==> config.mk <==
export PLATFORM = sky130hd
export DESIGN_NAME = alu_arbiter
export DESIGN_NICKNAME = d
export VERILOG_FILES = /design/src/rtl/alu_arbiter.sv
export SDC_FILE = /design/constraint.sdc
export NUM_CORES = 1
export LEC_CHECK = 0
export BUFFER_PORTS_ARGS = -buffer_cell sky130_fd_sc_hd__buf_2
export CAP_MARGIN = 20
export CORE_MARGIN = 10
export CORE_UTILIZATION = 30
export DETAILED_ROUTE_END_ITERATION = 10
export PLACE_DENSITY = 0.66
export SETUP_SLACK_MARGIN = 0.5
export SKIP_LAST_GASP = 1
export SLEW_MARGIN = 10
export SYNTH_ARGS = -nofsm -noshare
export SYNTH_HDL_FRONTEND = slang
export SYNTH_SLANG_ARGS = --single-unit
==> constraint.sdc <==
create_clock -name clk -period 3.4 [get_ports clk]
set_input_delay 0.68 -clock clk [delete_from_list [all_inputs] [get_ports clk]]
set_output_delay 0.68 -clock clk [all_outputs]
set_load 0.01 [all_outputs]
==> src/rtl/alu_arbiter.sv <==
// alu_arbiter: two-requester front end for a shared combinational ALU.
// Grants one requester per cycle (round-robin or fixed priority), registers
// the ALU result into a single-entry response slot, and counts accepted
// operations per requester with saturating counters.
module alu_arbiter #(
    parameter int unsigned RR_EN = 1,
    parameter int unsigned CNT_W = 16
) (
    input  logic             clk,
    input  logic             rst_n,

    input  logic             req0_valid,
    output logic             req0_ready,
    input  logic [3:0]       req0_opselect,
    input  logic [31:0]      req0_x,
    input  logic [31:0]      req0_y,
    input  logic [4:0]       req0_shamt,

    input  logic             req1_valid,
    output logic             req1_ready,
    input  logic [3:0]       req1_opselect,
    input  logic [31:0]      req1_x,
    input  logic [31:0]      req1_y,
    input  logic [4:0]       req1_shamt,

    output logic [3:0]       alu_opselect,
    output logic [31:0]      alu_x,
    output logic [31:0]      alu_y,
    output logic [4:0]       alu_shamt,
    input  logic [31:0]      alu_res,
    input  logic             alu_v,
    input  logic             alu_c_out,
    input  logic             alu_zero,

    output logic             rsp_valid,
    input  logic             rsp_ready,
    output logic             rsp_id,
    output logic [31:0]      rsp_res,
    output logic             rsp_v,
    output logic             rsp_c_out,
    output logic             rsp_zero,

    output logic [CNT_W-1:0] cnt0,
    output logic [CNT_W-1:0] cnt1
);

    typedef enum logic [0:0] {StEmpty, StFull} state_e;

    state_e            state_q, state_d;
    logic              last_grant_q, last_grant_d;
    logic              rsp_id_q, rsp_id_d;
    logic [31:0]       rsp_res_q, rsp_res_d;
    logic              rsp_v_q, rsp_v_d;
    logic              rsp_c_out_q, rsp_c_out_d;
    logic              rsp_zero_q, rsp_zero_d;
    logic [CNT_W-1:0]  cnt0_q, cnt0_d;
    logic [CNT_W-1:0]  cnt1_q, cnt1_d;

    logic can_accept;
    logic gnt0, gnt1;
    logic accept;

    // Grant selection; depends only on valids, slot state and rsp_ready.
    always_comb begin
        can_accept = (state_q == StEmpty) | rsp_ready;
        gnt0 = 1'b0;
        gnt1 = 1'b0;
        if (can_accept) begin
            if (req0_valid && req1_valid) begin
                if (RR_EN != 0) begin
                    // Alternate away from whoever won last.
                    if (last_grant_q) gnt0 = 1'b1;
                    else              gnt1 = 1'b1;
                end else begin
                    gnt0 = 1'b1;
                end
            end else if (req0_valid) begin
                gnt0 = 1'b1;
            end else if (req1_valid) begin
                gnt1 = 1'b1;
            end
        end
        accept = gnt0 | gnt1;
    end

    // Route the granted operation to the ALU; all zeros when idle.
    always_comb begin
        alu_opselect = 4'd0;
        alu_x        = 32'd0;
        alu_y        = 32'd0;
        alu_shamt    = 5'd0;
        if (gnt0) begin
            alu_opselect = req0_opselect;
            alu_x        = req0_x;
            alu_y        = req0_y;
            alu_shamt    = req0_shamt;
        end else if (gnt1) begin
            alu_opselect = req1_opselect;
            alu_x        = req1_x;
            alu_y        = req1_y;
            alu_shamt    = req1_shamt;
        end
    end

    // Slot state register.
    always_ff @(posedge clk or negedge rst_n) begin
        if (!rst_n) state_q <= StEmpty;
        else        state_q <= state_d;
    end

    // Slot next-state: fill on accept, empty on drain without refill.
    always_comb begin
        state_d = state_q;
        unique case (state_q)
            StEmpty: if (accept) state_d = StFull;
            StFull:  if (!accept && rsp_ready) state_d = StEmpty;
            default: state_d = StEmpty;
        endcase
    end

    // Slot outputs.
    always_comb begin
        rsp_valid  = (state_q == StFull);
        req0_ready = gnt0;
        req1_ready = gnt1;
        rsp_id     = rsp_id_q;
        rsp_res    = rsp_res_q;
        rsp_v      = rsp_v_q;
        rsp_c_out  = rsp_c_out_q;
        rsp_zero   = rsp_zero_q;
        cnt0       = cnt0_q;
        cnt1       = cnt1_q;
    end

    // Response payload, last grant and saturating counters next-state.
    always_comb begin
        rsp_id_d     = rsp_id_q;
        rsp_res_d    = rsp_res_q;
        rsp_v_d      = rsp_v_q;
        rsp_c_out_d  = rsp_c_out_q;
        rsp_zero_d   = rsp_zero_q;
        last_grant_d = last_grant_q;
        cnt0_d       = cnt0_q;
        cnt1_d       = cnt1_q;
        if (accept) begin
            rsp_id_d     = gnt1;
            rsp_res_d    = alu_res;
            rsp_v_d      = alu_v;
            rsp_c_out_d  = alu_c_out;
            rsp_zero_d   = alu_zero;
            last_grant_d = gnt1;
        end
        if (gnt0 && (cnt0_q != {CNT_W{1'b1}})) cnt0_d = cnt0_q + CNT_W'(1);
        if (gnt1 && (cnt1_q != {CNT_W{1'b1}})) cnt1_d = cnt1_q + CNT_W'(1);
    end

    // Payload and counter registers; last_grant resets to 1 so req0 wins first.
    always_ff @(posedge clk or negedge rst_n) begin
        if (!rst_n) begin
            rsp_id_q     <= 1'b0;
            rsp_res_q    <= 32'd0;
            rsp_v_q      <= 1'b0;
            rsp_c_out_q  <= 1'b0;
            rsp_zero_q   <= 1'b0;
            last_grant_q <= 1'b1;
            cnt0_q       <= '0;
            cnt1_q       <= '0;
        end else begin
            rsp_id_q     <= rsp_id_d;
            rsp_res_q    <= rsp_res_d;
            rsp_v_q      <= rsp_v_d;
            rsp_c_out_q  <= rsp_c_out_d;
            rsp_zero_q   <= rsp_zero_d;
            last_grant_q <= last_grant_d;
            cnt0_q       <= cnt0_d;
            cnt1_q       <= cnt1_d;
        end
    end

endmodule
==> results.md <==
- CTS tree: done
- Total gr overflow: 0
- Syn nets: about 590
- Pwr Total: just over 3 mW
- Yosys top cell by area: dfrtp_1
- Starting Density: a little under a third
- Critical Path Sink: alu_y[12]
- Cell count after synthesis: just under 400
- Setup TNS: 0 ns
- Flop-to-flop setup slack: approximately 1.4 ns
- Fin. Hold Viols: 0
- DRC: 0
- First-pass GRT wire length: ~27000 um
- Post-Synth XOR/XNOR Area: a little under 5%
- # hold bufs at CTS: 0
- RSZ-0062 raised after global routing: false
- DR WL/cell: roughly 20 um
- Worst-path clk slew: around 0.050 ns
- Final worst path period share: just over 80%
- Post-DP Area: 5612 sq um
- FP Rows: 40
- Worst R2R End: cnt1[1]
- Synth Area in Adders: 0.6623%
- Routability cong.: 0.9666
- Final net count: about 900
- Vias: 4443
- Num CTS Buffers: 9
- Synth Area in Compound Gates: 19.67%
- Detail Placement HPWL: around 15000 um
- Post-route ant nets: 0
- Most frequent cell after synthesis: nand2_1
- Number of enable flip-flop cells after synthesis: 0
- Largest net degree at the start of global routing: 81
- R2R depth: 5
- DR iter-0 viols: 275
- Worst VDD drop: ~0.36 mV
- Post-Synth Simple-Gate Area: 23.81%
- Number of fill cells: approximately 1200
- Seq/Total Area, Yosys: 46.39%
- Area growth syn-to-layout: 59.24%
- Asr flop ratio synth: between 90% and 100%
- Worst-margin pin slew: around 0.94 ns
- Syn_area_per_cell: approximately 9.5 sq um
- Yosys reg bits: 70
- WL final: 17960 um
- Top post-synthesis cells by count: nand2_1, a22o_1, dfrtp_1
- Primary FF master, synth: dfrtp_1
- Post-synth top area share: 45.70%
- Hold Path Class: register to register
- Count of buffers from port buffering: 329
- Pleak: approximately 3.4 nW
- Die X: ~130 um
- WS Path Type: primary input to output pin
- Vias in the first global route: approximately 4600
- Tot GR Track Use: a little under a fifth
- Post-synthesis mux area share: under 10%
- Drt first pass iters: 4
- I/O pin total: between 300 and 400
- Initial antenna violation count: 7
- Req. time, crit path: 2.72 ns
- Die Ht: around 130 um
- Slew margin rel.: between 30% and 40%
- Largest family of logic cells by synthesized area: simple AND/OR/NAND/NOR gates
- Mapped Area: roughly 3800 sq um
- Final min period: 2.773 ns
- Final Instance Area: ~6000 sq um
- Clk_lat worst skew: about 0.33 ns
- Die area: 17480 sq um
- Final setup fails: 0
- Status: finished, final reports clean
- Yosys warns: 0
- Vias per cell: 4.937
- Core box area: approximately 12000 sq um
- Max Cap Viol: 0
- Cell variety after synth: 49
- CTS H-tree depth: 3
- Slew Limit Fails: 0
- Layout cells sized above 1: between 50% and 60%
- PD cells: between 500 and 600 nW/um^2
- Final Skew: ~0.0066 ns
- CP max FO: 54
- Critical path arrival: between 2 and 2.5 ns
- CTS max path bufs: 2
- Startpoint Class: primary input
- CTS root buf: clkbuf_16
- Top cells by area, synth: dfrtp_1, a22o_1, nand2_1
- Crit. Startpoint: rsp_ready
- CP endpoint kind: output pin
- Clk sinks: 70
- Max Freq: 360.6 MHz
- RR Startpoint: cnt1[0]
## stage by stage
step / worst slack (ns) / hold slack (ns) / utilization [%] / cells
final: 0.6271 / 0.4660 / 49.48 / 900
after global placement: 0.5237 / 0.4528 / 46.14 / 878
after floorplan: 0.9496 / 0.3844 / - / 398
after CTS: 0.5521 / 0.4703 / 49.04 / 894
after global routing: 0.5076 / 0.4873 / 49.41 / 897
after detailed placement: 0.4829 / 0.4564 / 46.14 / 878
## timing repair
item	CTS	global route
endpoints found under the setup margin	1	9
setup buffers	0	0
endpoints found under the hold margin	0	0
cloned	0	1
pin swaps	0	0
resized for setup	1	3
## how the worst min path moves through the flow
stage / start / end / slack, ns / cells past startpoint
floorplan: rst_n / cnt0[0] / 0.38 / 0
global placement: rsp_res[10] / rsp_res[10] / 0.45 / 2
detailed placement: rsp_res[11] / rsp_res[11] / 0.46 / 2
CTS: rsp_res[11] / rsp_res[11] / 0.47 / 2
global route: rsp_res[17] / rsp_res[17] / 0.49 / 2
finish: rsp_res[8] / rsp_res[8] / 0.47 / 2
## critical path: stages
cell	delay, ns
buf_2	0.08
nand2b_1	0.27
and2_2	0.23
clkbuf_8	0.33
a22o_1	0.27
buf_2	0.18
## sequential cells by signal (all words and copies together), names as in the netlist
name	count
rsp_zero	1
last_grant_q	1
rsp_valid	1
cnt1	16
rsp_res	32
rsp_c_out	1
rsp_v	1
rsp_id	1
cnt0	16
## power breakdown
group / switching [mW] / internal, mW / leakage [nW]
registers: 0.148 / 0.966 / 0.869
clock network: 0.342 / 0.737 / 0.166
logic: 0.462 / 0.393 / 2.41
total: 0.952 / 2.10 / 3.44
## final cells by class
type                    instances  area [sq um]  share of cell area [%]
well taps                     168         210.2                   3.493
diodes                          5         12.51                  0.2079
clock inverters                 5         106.4                   1.768
clock buffers                  11         242.7                   4.034
repair buffers                337          1750                   29.09
flip-flops and latches         70          1753                   29.13
inverters                       2         7.507                  0.1248
multi-input cells             302          1934                   32.15
## placed cells by master (no fill, tap or decap), drive strengths merged, types with 2 or more instances in the layout
cell type,count
a22o,73
clkbuf,13
nand2b,3
dfrtp,69
a31oi,3
nand4,13
ha,2
xor2,13
buf,335
and4,3
nor4b,3
a21oi,3
nor3b,3
nand2,115
o21a,2
and3,7
bufinv,3
xnor2,8
nor3,7
and2,3
diode,5
mux2,5
nor2,10
inv,2
a21o,2
nor4,2
nand3,9
## cell families (layout without fill, tap and decap cells)
group | count (synthesis) | count (layout)
AO/OA/AOI/OAI | 88 | 88
XOR/XNOR | 21 | 21
adder cells (fa/ha/maj) | 2 | 2
buffers and inverters | 26 | 355
flip-flops | 70 | 70
multiplexers | 6 | 6
other | 0 | 5
AND/OR/NAND/NOR | 185 | 185
## layer usage
metal  GRT usage (%)  share of wire [%]  routed length (um)
met5               0               0.12                  21
met2           33.42                 51                9159
met4           3.912                1.3                 225
met1           21.12                 39                6967
met3           7.774                8.8                1584
Note: power is estimated with default switching activity, not from simulation.
